--- src/rtl/data_bus_io_pkg.sv ---
// Register map and CTRL field layout shared by the I/O slave and its timer.
// Offsets are word offsets from BASE_ADDR; CTRL bit positions match the CPU driver.
// WR is the WR_RD level that marks a write cycle.
package data_bus_io_pkg;
   localparam logic [2:0]  OFF_GPIO_OUT   = 3'd0;
   localparam logic [2:0]  OFF_GPIO_IN    = 3'd1;
   localparam logic [2:0]  OFF_LOAD       = 3'd2;
   localparam logic [2:0]  OFF_CTRL       = 3'd3;
   localparam logic [2:0]  OFF_COUNT      = 3'd4;
   localparam logic [2:0]  OFF_STAT       = 3'd5;
   localparam logic [31:0] NUM_REGS       = 32'd6;

   localparam int CTRL_EN        = 0;
   localparam int CTRL_AUTO      = 1;
   localparam int CTRL_IE        = 2;
   localparam int CTRL_PRESC_LSB = 3;

   localparam logic WR = 1'b1;
endpackage

--- src/rtl/bus_timer.sv ---
// Prescaled down-counter with expiry flag for the data-bus I/O slave.
// Latency: COUNT/EXP update on the edge of a prescaler tick; LOAD write takes effect same edge.
// Backpressure: none; bus writes are always accepted and override timer activity.
module bus_timer #(
   parameter int PRESC_W = 8
) (
   input  logic               CLK,
   input  logic               RST,
   input  logic               load_we,
   input  logic               ctrl_we,
   input  logic               stat_clr,
   input  logic [31:0]        wdata,
   input  logic [31:0]        load_val,
   input  logic               en,
   input  logic               auto_rl,
   input  logic [PRESC_W-1:0] presc,
   output logic [31:0]        count,
   output logic               exp,
   output logic               en_clr
);

   logic [PRESC_W-1:0] pcnt_q, pcnt_d;
   logic [31:0]        count_q, count_d;
   logic               exp_q, exp_d;
   logic               tick;
   logic               expire;

   assign tick = en && (pcnt_q == presc);

   // Prescaler, counter and expiry next-state; a LOAD write discards a coincident tick.
   always_comb begin
      pcnt_d  = pcnt_q;
      count_d = count_q;
      expire  = 1'b0;
      if (!en || tick) begin
         pcnt_d = '0;
      end else begin
         pcnt_d = pcnt_q + PRESC_W'(1);
      end
      if (tick) begin
         if (count_q > 32'd1) begin
            count_d = count_q - 32'd1;
         end else if (count_q == 32'd1) begin
            expire  = 1'b1;
            count_d = auto_rl ? load_val : 32'd0;
         end else begin
            count_d = load_val;
         end
      end
      if (load_we) begin
         count_d = wdata;
         pcnt_d  = '0;
         expire  = 1'b0;
      end
      // A new expiry outranks a software clear on the same edge.
      if (expire) begin
         exp_d = 1'b1;
      end else if (stat_clr) begin
         exp_d = 1'b0;
      end else begin
         exp_d = exp_q;
      end
   end

   // One-shot mode stops the timer on expiry unless the CPU rewrites CTRL that edge.
   assign en_clr = expire && !auto_rl && !ctrl_we;
   assign count  = count_q;
   assign exp    = exp_q;

   // Timer state registers.
   always_ff @(posedge CLK or negedge RST) begin
      if (!RST) begin
         pcnt_q  <= '0;
         count_q <= '0;
         exp_q   <= 1'b0;
      end else begin
         pcnt_q  <= pcnt_d;
         count_q <= count_d;
         exp_q   <= exp_d;
      end
   end

endmodule

--- src/rtl/data_bus_io_unit.sv ---
// Memory-mapped GPIO + timer slave on the CPU external data bus.
// Latency: writes land on the request edge; read data is registered, valid one CLK later.
// Backpressure: none; every access completes in one cycle with no wait states.
module data_bus_io_unit
   import data_bus_io_pkg::*;
#(
   parameter logic [31:0] BASE_ADDR = 32'h0000_2000,
   parameter int          GPIO_W    = 16,
   parameter int          PRESC_W   = 8
) (
   input  logic              CLK,
   input  logic              RST,
   input  logic [31:0]       ADDR,
   input  logic [31:0]       Data_BUS_WRITE,
   input  logic              CS,
   input  logic              WR_RD,
   output logic [31:0]       Data_BUS_READ,
   output logic [GPIO_W-1:0] GPIO_OUT,
   input  logic [GPIO_W-1:0] GPIO_IN,
   output logic              IRQ
);

   logic [31:0]        offset;
   logic               hit, we, re;
   logic [GPIO_W-1:0]  gpio_out_q, sync1_q, sync2_q;
   logic [31:0]        load_q;
   logic               en_q, en_d, auto_q, ie_q;
   logic [PRESC_W-1:0] presc_q;
   logic               irq_q;
   logic [31:0]        rdata_q, rd_val;
   logic [31:0]        count;
   logic               exp_flag, en_clr;
   logic               load_we, ctrl_we, stat_clr;

   // Unsigned subtraction makes addresses below BASE_ADDR wrap high and miss.
   assign offset   = ADDR - BASE_ADDR;
   assign hit      = CS && (offset < NUM_REGS);
   assign we       = hit && (WR_RD == WR);
   assign re       = CS && (WR_RD != WR);
   assign load_we  = we && (offset[2:0] == OFF_LOAD);
   assign ctrl_we  = we && (offset[2:0] == OFF_CTRL);
   assign stat_clr = we && (offset[2:0] == OFF_STAT) && Data_BUS_WRITE[0];

   bus_timer #(.PRESC_W(PRESC_W)) u_timer (
      .CLK      (CLK),
      .RST      (RST),
      .load_we  (load_we),
      .ctrl_we  (ctrl_we),
      .stat_clr (stat_clr),
      .wdata    (Data_BUS_WRITE),
      .load_val (load_q),
      .en       (en_q),
      .auto_rl  (auto_q),
      .presc    (presc_q),
      .count    (count),
      .exp      (exp_flag),
      .en_clr   (en_clr)
   );

   // EN: a CPU CTRL write outranks the timer's one-shot stop.
   always_comb begin
      en_d = en_q;
      if (ctrl_we) begin
         en_d = Data_BUS_WRITE[CTRL_EN];
      end else if (en_clr) begin
         en_d = 1'b0;
      end
   end

   // Read mux, zero-extended to the bus width.
   always_comb begin
      rd_val = '0;
      case (offset[2:0])
         OFF_GPIO_OUT: rd_val[GPIO_W-1:0] = gpio_out_q;
         OFF_GPIO_IN:  rd_val[GPIO_W-1:0] = sync2_q;
         OFF_LOAD:     rd_val = load_q;
         OFF_CTRL: begin
            rd_val[CTRL_EN]                   = en_q;
            rd_val[CTRL_AUTO]                 = auto_q;
            rd_val[CTRL_IE]                   = ie_q;
            rd_val[CTRL_PRESC_LSB +: PRESC_W] = presc_q;
         end
         OFF_COUNT:    rd_val = count;
         OFF_STAT:     rd_val[0] = exp_flag;
         default:      rd_val = '0;
      endcase
   end

   // Register bank, input synchronizer, IRQ and registered read data.
   always_ff @(posedge CLK or negedge RST) begin
      if (!RST) begin
         gpio_out_q <= '0;
         sync1_q    <= '0;
         sync2_q    <= '0;
         load_q     <= '0;
         en_q       <= 1'b0;
         auto_q     <= 1'b0;
         ie_q       <= 1'b0;
         presc_q    <= '0;
         irq_q      <= 1'b0;
         rdata_q    <= '0;
      end else begin
         sync1_q <= GPIO_IN;
         sync2_q <= sync1_q;
         en_q    <= en_d;
         irq_q   <= exp_flag && ie_q;
         if (we && (offset[2:0] == OFF_GPIO_OUT)) begin
            gpio_out_q <= Data_BUS_WRITE[GPIO_W-1:0];
         end
         if (load_we) begin
            load_q <= Data_BUS_WRITE;
         end
         if (ctrl_we) begin
            auto_q  <= Data_BUS_WRITE[CTRL_AUTO];
            ie_q    <= Data_BUS_WRITE[CTRL_IE];
            presc_q <= Data_BUS_WRITE[CTRL_PRESC_LSB +: PRESC_W];
         end
         // A CS read miss returns zero; idle and write cycles hold the last read.
         if (re) begin
            rdata_q <= hit ? rd_val : 32'd0;
         end
      end
   end

   assign Data_BUS_READ = rdata_q;
   assign GPIO_OUT      = gpio_out_q;
   assign IRQ           = irq_q;

endmodule

--- config.mk ---
export PLATFORM = sky130hd
export DESIGN_NAME = data_bus_io_unit
export DESIGN_NICKNAME = d
export VERILOG_FILES = /design/src/rtl/data_bus_io_pkg.sv /design/src/rtl/bus_timer.sv /design/src/rtl/data_bus_io_unit.sv
export SDC_FILE = /design/constraint.sdc
export NUM_CORES = 1
export LEC_CHECK = 0
export BUFFER_PORTS_ARGS = -buffer_cell sky130_fd_sc_hd__buf_2
export CAP_MARGIN = 20
export CORE_MARGIN = 2
export CORE_UTILIZATION = 25
export DETAILED_ROUTE_END_ITERATION = 10
export HOLD_SLACK_MARGIN = 0.02
export PLACE_DENSITY = 0.49
export SYNTH_ARGS = -nofsm -noshare
export SYNTH_HDL_FRONTEND = slang
export SYNTH_HIERARCHICAL = 1
export SYNTH_SLANG_ARGS = --single-unit
--- constraint.sdc ---
create_clock -name CLK -period 2.4 [get_ports CLK]
set_clock_uncertainty 0.15 [all_clocks]
set_input_delay 0.48 -clock CLK [delete_from_list [all_inputs] [get_ports CLK]]
set_output_delay 0.48 -clock CLK [all_outputs]
set_load 0.05 [all_outputs]
==> results.py <==
metrics = {
    "timing": {
        "tightest_slew_ns": 0.524,
        "finalSetupViolCount": 127,
        "slew_viol_final": 0,
        "finalCritPeriodShare_pct": 108,
        "fin_ws_ns": -0.183,
        "maxSlewHeadroom_pct": 64.9,
        "max_clock_freq_mhz": 387,
        "hold_viol_final": 0,
        "period_needed_ns": 2.58,
        "setup_tns_ns": -14.55,
        "rsz0062_at_grt": "yes",
    },
    "route": {
        "drc": 0,
        "maxUsedRoutingLayer": "met4",
        "via_count": 7545,
        "viasPerCell": 4.90,
        "dr_wl_met2_mm": 14.2,
        "met3_length_mm": 1.10,
        "wire_per_inst_um": 19.6,
        "drtPass1Iterations": 5,
        "antenna_left": 0,
        "wl_met1_mm": 14.5,
        "routed_wirelength_mm": 30.2,
        "drt_iter0_drc": 506,
    },
    "clock_tree": {
        "cts_root_buf": "clkbuf_16",
        "h-tree-depth": 4,
        "clkTransAtPathRegs_ns": 0.06,
        "cts.sink_count": 165,
        "cts_buffers": 17,
        "cts_tree": "yes",
        "insertion_delay_ns": 0.43,
        "cts.path.max_buffers": 2,
    },
    "final_layout": {
        "antenna_cells": 0,
        "area_growth_pct": 51.3,
        "final_common_cell": "dfrtp_1",
        "finalInstanceArea_sq_um": 13000,
        "mostFrequentLayoutCells": "dfrtp_1 (165), buf_4 (131), buf_2 (125)",
        "nNetsFinal": 1169,
        "drive_above_1_share_pct": 47.1,
    },
    "logic_synthesis": {
        "postSynthAreaPerCell_sq_um": 10.9,
        "yosys.area.top_type": "dfrtp_1",
        "synth_edf_count": 0,
        "yosysSeqAreaShare_pct": 48.1,
        "syn_inst": 790,
        "synth_cell_types": 74,
        "async_reset_ff_share_pct": 100,
        "synthTopCellsByArea": "dfrtp_1 (48%), mux2_1 (5.2%), mux2i_1 (4.1%)",
        "syn_nets": 878,
        "synth_seq_cells": 165,
        "synthFlopType": "dfrtp_1",
        "yosysWarnings": 6,
        "synth_top_area_share_pct": 48.1,
        "syn_area_sq_um": 8590,
    },
    "worst_setup_path": {
        "crit_chain": "buf_8 -> nor4_4 -> buf_4 -> nand4_1 -> xor2_1 -> nand4_4 -> nor4_4 -> inv_4 -> nand4_1 -> buf_6 -> a21o_4 -> clkbuf_16 -> o21ai_1",
        "cpLargestDelayFamily": "simple AND/OR/NAND/NOR gates",
        "cp.buffers_inverters": 5,
        "crit_end": "u_timer/count[13]$_DFFE_PN0P_",
        "reg2reg_slack_ns": -0.13,
        "path_max_fanout": 7,
        "crit_cells": 13,
        "r2r-end": "u_timer/count[3]$_DFFE_PN0P_",
        "slowest_stage": "nor4_4",
        "cpPeakStageDelay_ns": 0.40,
        "end_kind": "flop",
        "worstPathRequired_ns": 2.56,
        "critPathLaunchType": "primary input",
        "cp.arrival_ns": 2.75,
        "crit_start": "ADDR[20]",
        "reg2reg_depth": 8,
        "critPathKind": "primary input to flop",
        "r2r-start": "u_timer/count[26]$_DFFE_PN0P_",
    },
    "floorplanning": {
        "rows": 67,
        "dieArea_sq_um": 35800,
        "die_y_um": 189,
        "core_sq_um": 33700,
        "initial_core_util_pct": 25.5,
        "io_pins": 133,
        "die_w_um": 189,
    },
    "job": {
        "max_cap_viol_count": 0,
    },
    "grt": {
        "grt_overflow": 0,
        "grt_pass1_vias": 7785,
        "antenna_found_initial": 0,
        "grtUsageTotal_pct": 16.8,
        "grt_max_degree": 65,
        "grt_pass1_wl_mm": 46.2,
    },
    "pwr": {
        "leakagePower_nw": 5.93,
        "peakVddDrop_mv": 0.459,
        "power.density_nw_per_um2": 453,
    },
    "placed_design": {
        "io_buffers": 132,
        "place_congestion": 0.847,
        "place_hpwl_mm": 20.0,
        "place_area_sq_um": 11000,
    },
    "outcome": {
        "status": "finished with violations",
        "failed_checks": "setup timing",
    },
    "hold_path": {
        "hold_class": "primary input to flop",
        "min_from": "Data_BUS_WRITE[17]",
    },
}
==> synth_stat cells (all sizes together) (2+ instances only) <==
| master | n |
|---|---|
| and2 | 2 |
| inv | 10 |
| and3 | 5 |
| or3 | 5 |
| xnor2 | 22 |
| o2bb2ai | 2 |
| or4 | 9 |
| nor2b | 6 |
| dfrtp | 165 |
| nand4b | 4 |
| mux2 | 59 |
| mux2i | 35 |
| o21ai | 78 |
| clkbuf | 24 |
| ha | 4 |
| nor4 | 18 |
| nand2b | 3 |
| nand2 | 58 |
| nand3 | 17 |
| a211oi | 4 |
| a21o | 3 |
| a21oi | 22 |
| buf | 25 |
| a22oi | 44 |
| o31ai | 35 |
| xor2 | 21 |
| nor3 | 21 |
| nand3b | 4 |
| nor4b | 5 |
| nand4 | 17 |
| nor2 | 43 |
| a21boi | 3 |
==> cell type report <==
class	count	area [sq um]
fill	3364	20700
multi-input combinational	567	5060
sequential	165	4130
timing repair buffer	320	2640
tap	448	561
clock buffer	20	447
clock inverter	11	103
inverter	10	57.6
==> logic make-up (layout without fill, tap and decap cells) <==
logic type,Yosys count,after routing,share of synthesized area [%]
and+or+nand+nor,221,222,15.6
AOI/OAI and AO/OA,203,203,15.2
DFF,165,165,48.1
muxes,95,95,12.5
buffers and inverters,59,361,3.53
xor gates and xnor gates,43,43,4.47
adders and majority gates,4,4,0.583
==> stage by stage <==
| stage | hold WS [ns] | std cells | worst slack [ns] | power (mW) | utilization, % |
|---|---|---|---|---|---|
| 6_report | 0.152 | 1541 | -0.183 | 5.89 | 38.6 |
| 5_1_grt | 0.137 | 1541 | -0.333 | 6.14 | 38.6 |
| 4_1_cts | 0.128 | 1534 | -0.169 | 5.97 | 37.3 |
| 3_5_place_dp | 0.185 | 1464 | -0.781 | 3.27 | 32.7 |
| 3_3_place_gp | 0.185 | 1464 | -0.758 | 3.26 | 32.7 |
| 2_1_floorplan | 0.0344 | 790 | -0.571 | 2.98 | - |
==> per-layer routing <==
layer,vias up,global-route usage [%]
met1,3790,23.5
met5,-,0
met2,188,27.2
met4,0,4.29
li1,3534,-
met3,33,2.37
==> how the worst min path moves through the flow <==
stage | endpoint | cells past startpoint
floorplan | Data_BUS_READ[0]$_DFFE_PN0P_ | 0
global placement | sync2_q[1]$_DFF_PN0_ | 0
detailed placement | sync2_q[11]$_DFF_PN0_ | 0
CTS | load_q[18]$_DFFE_PN0P_ | 2
global route | load_q[17]$_DFFE_PN0P_ | 2
finish | load_q[17]$_DFFE_PN0P_ | 2
==> registers in the layout (all words and copies together) (netlist names), 8 cells and up <==
signal,flops
load_q,32
GPIO_OUT,16
sync1_q,16
sync2_q,16
u_timer/count,32
presc_q,8
Data_BUS_READ,32
u_timer/pcnt_q,8
==> what timing repair did <==
item | 4_1_cts | 5_1_grt
pin swaps | 17 | 13
resized for setup | 107 | 61
hold buffers | 17 | 0
cloned | 9 | 5
setup buffers | 16 | 6
endpoints found under the setup margin | 124 | 132
endpoints found under the hold margin | 54 | 0
==> where the power goes <==
group	internal (mW)	leakage, nW	switching, mW	total [mW]
Sequential	2.81	2.23	0.00728	2.81
Clock	1.45	0.263	1.17	2.62
Combinational	0.180	3.44	0.271	0.452
Total	4.44	5.93	1.45	5.89
No activity file was read; power rests on OpenSTA's default activity.
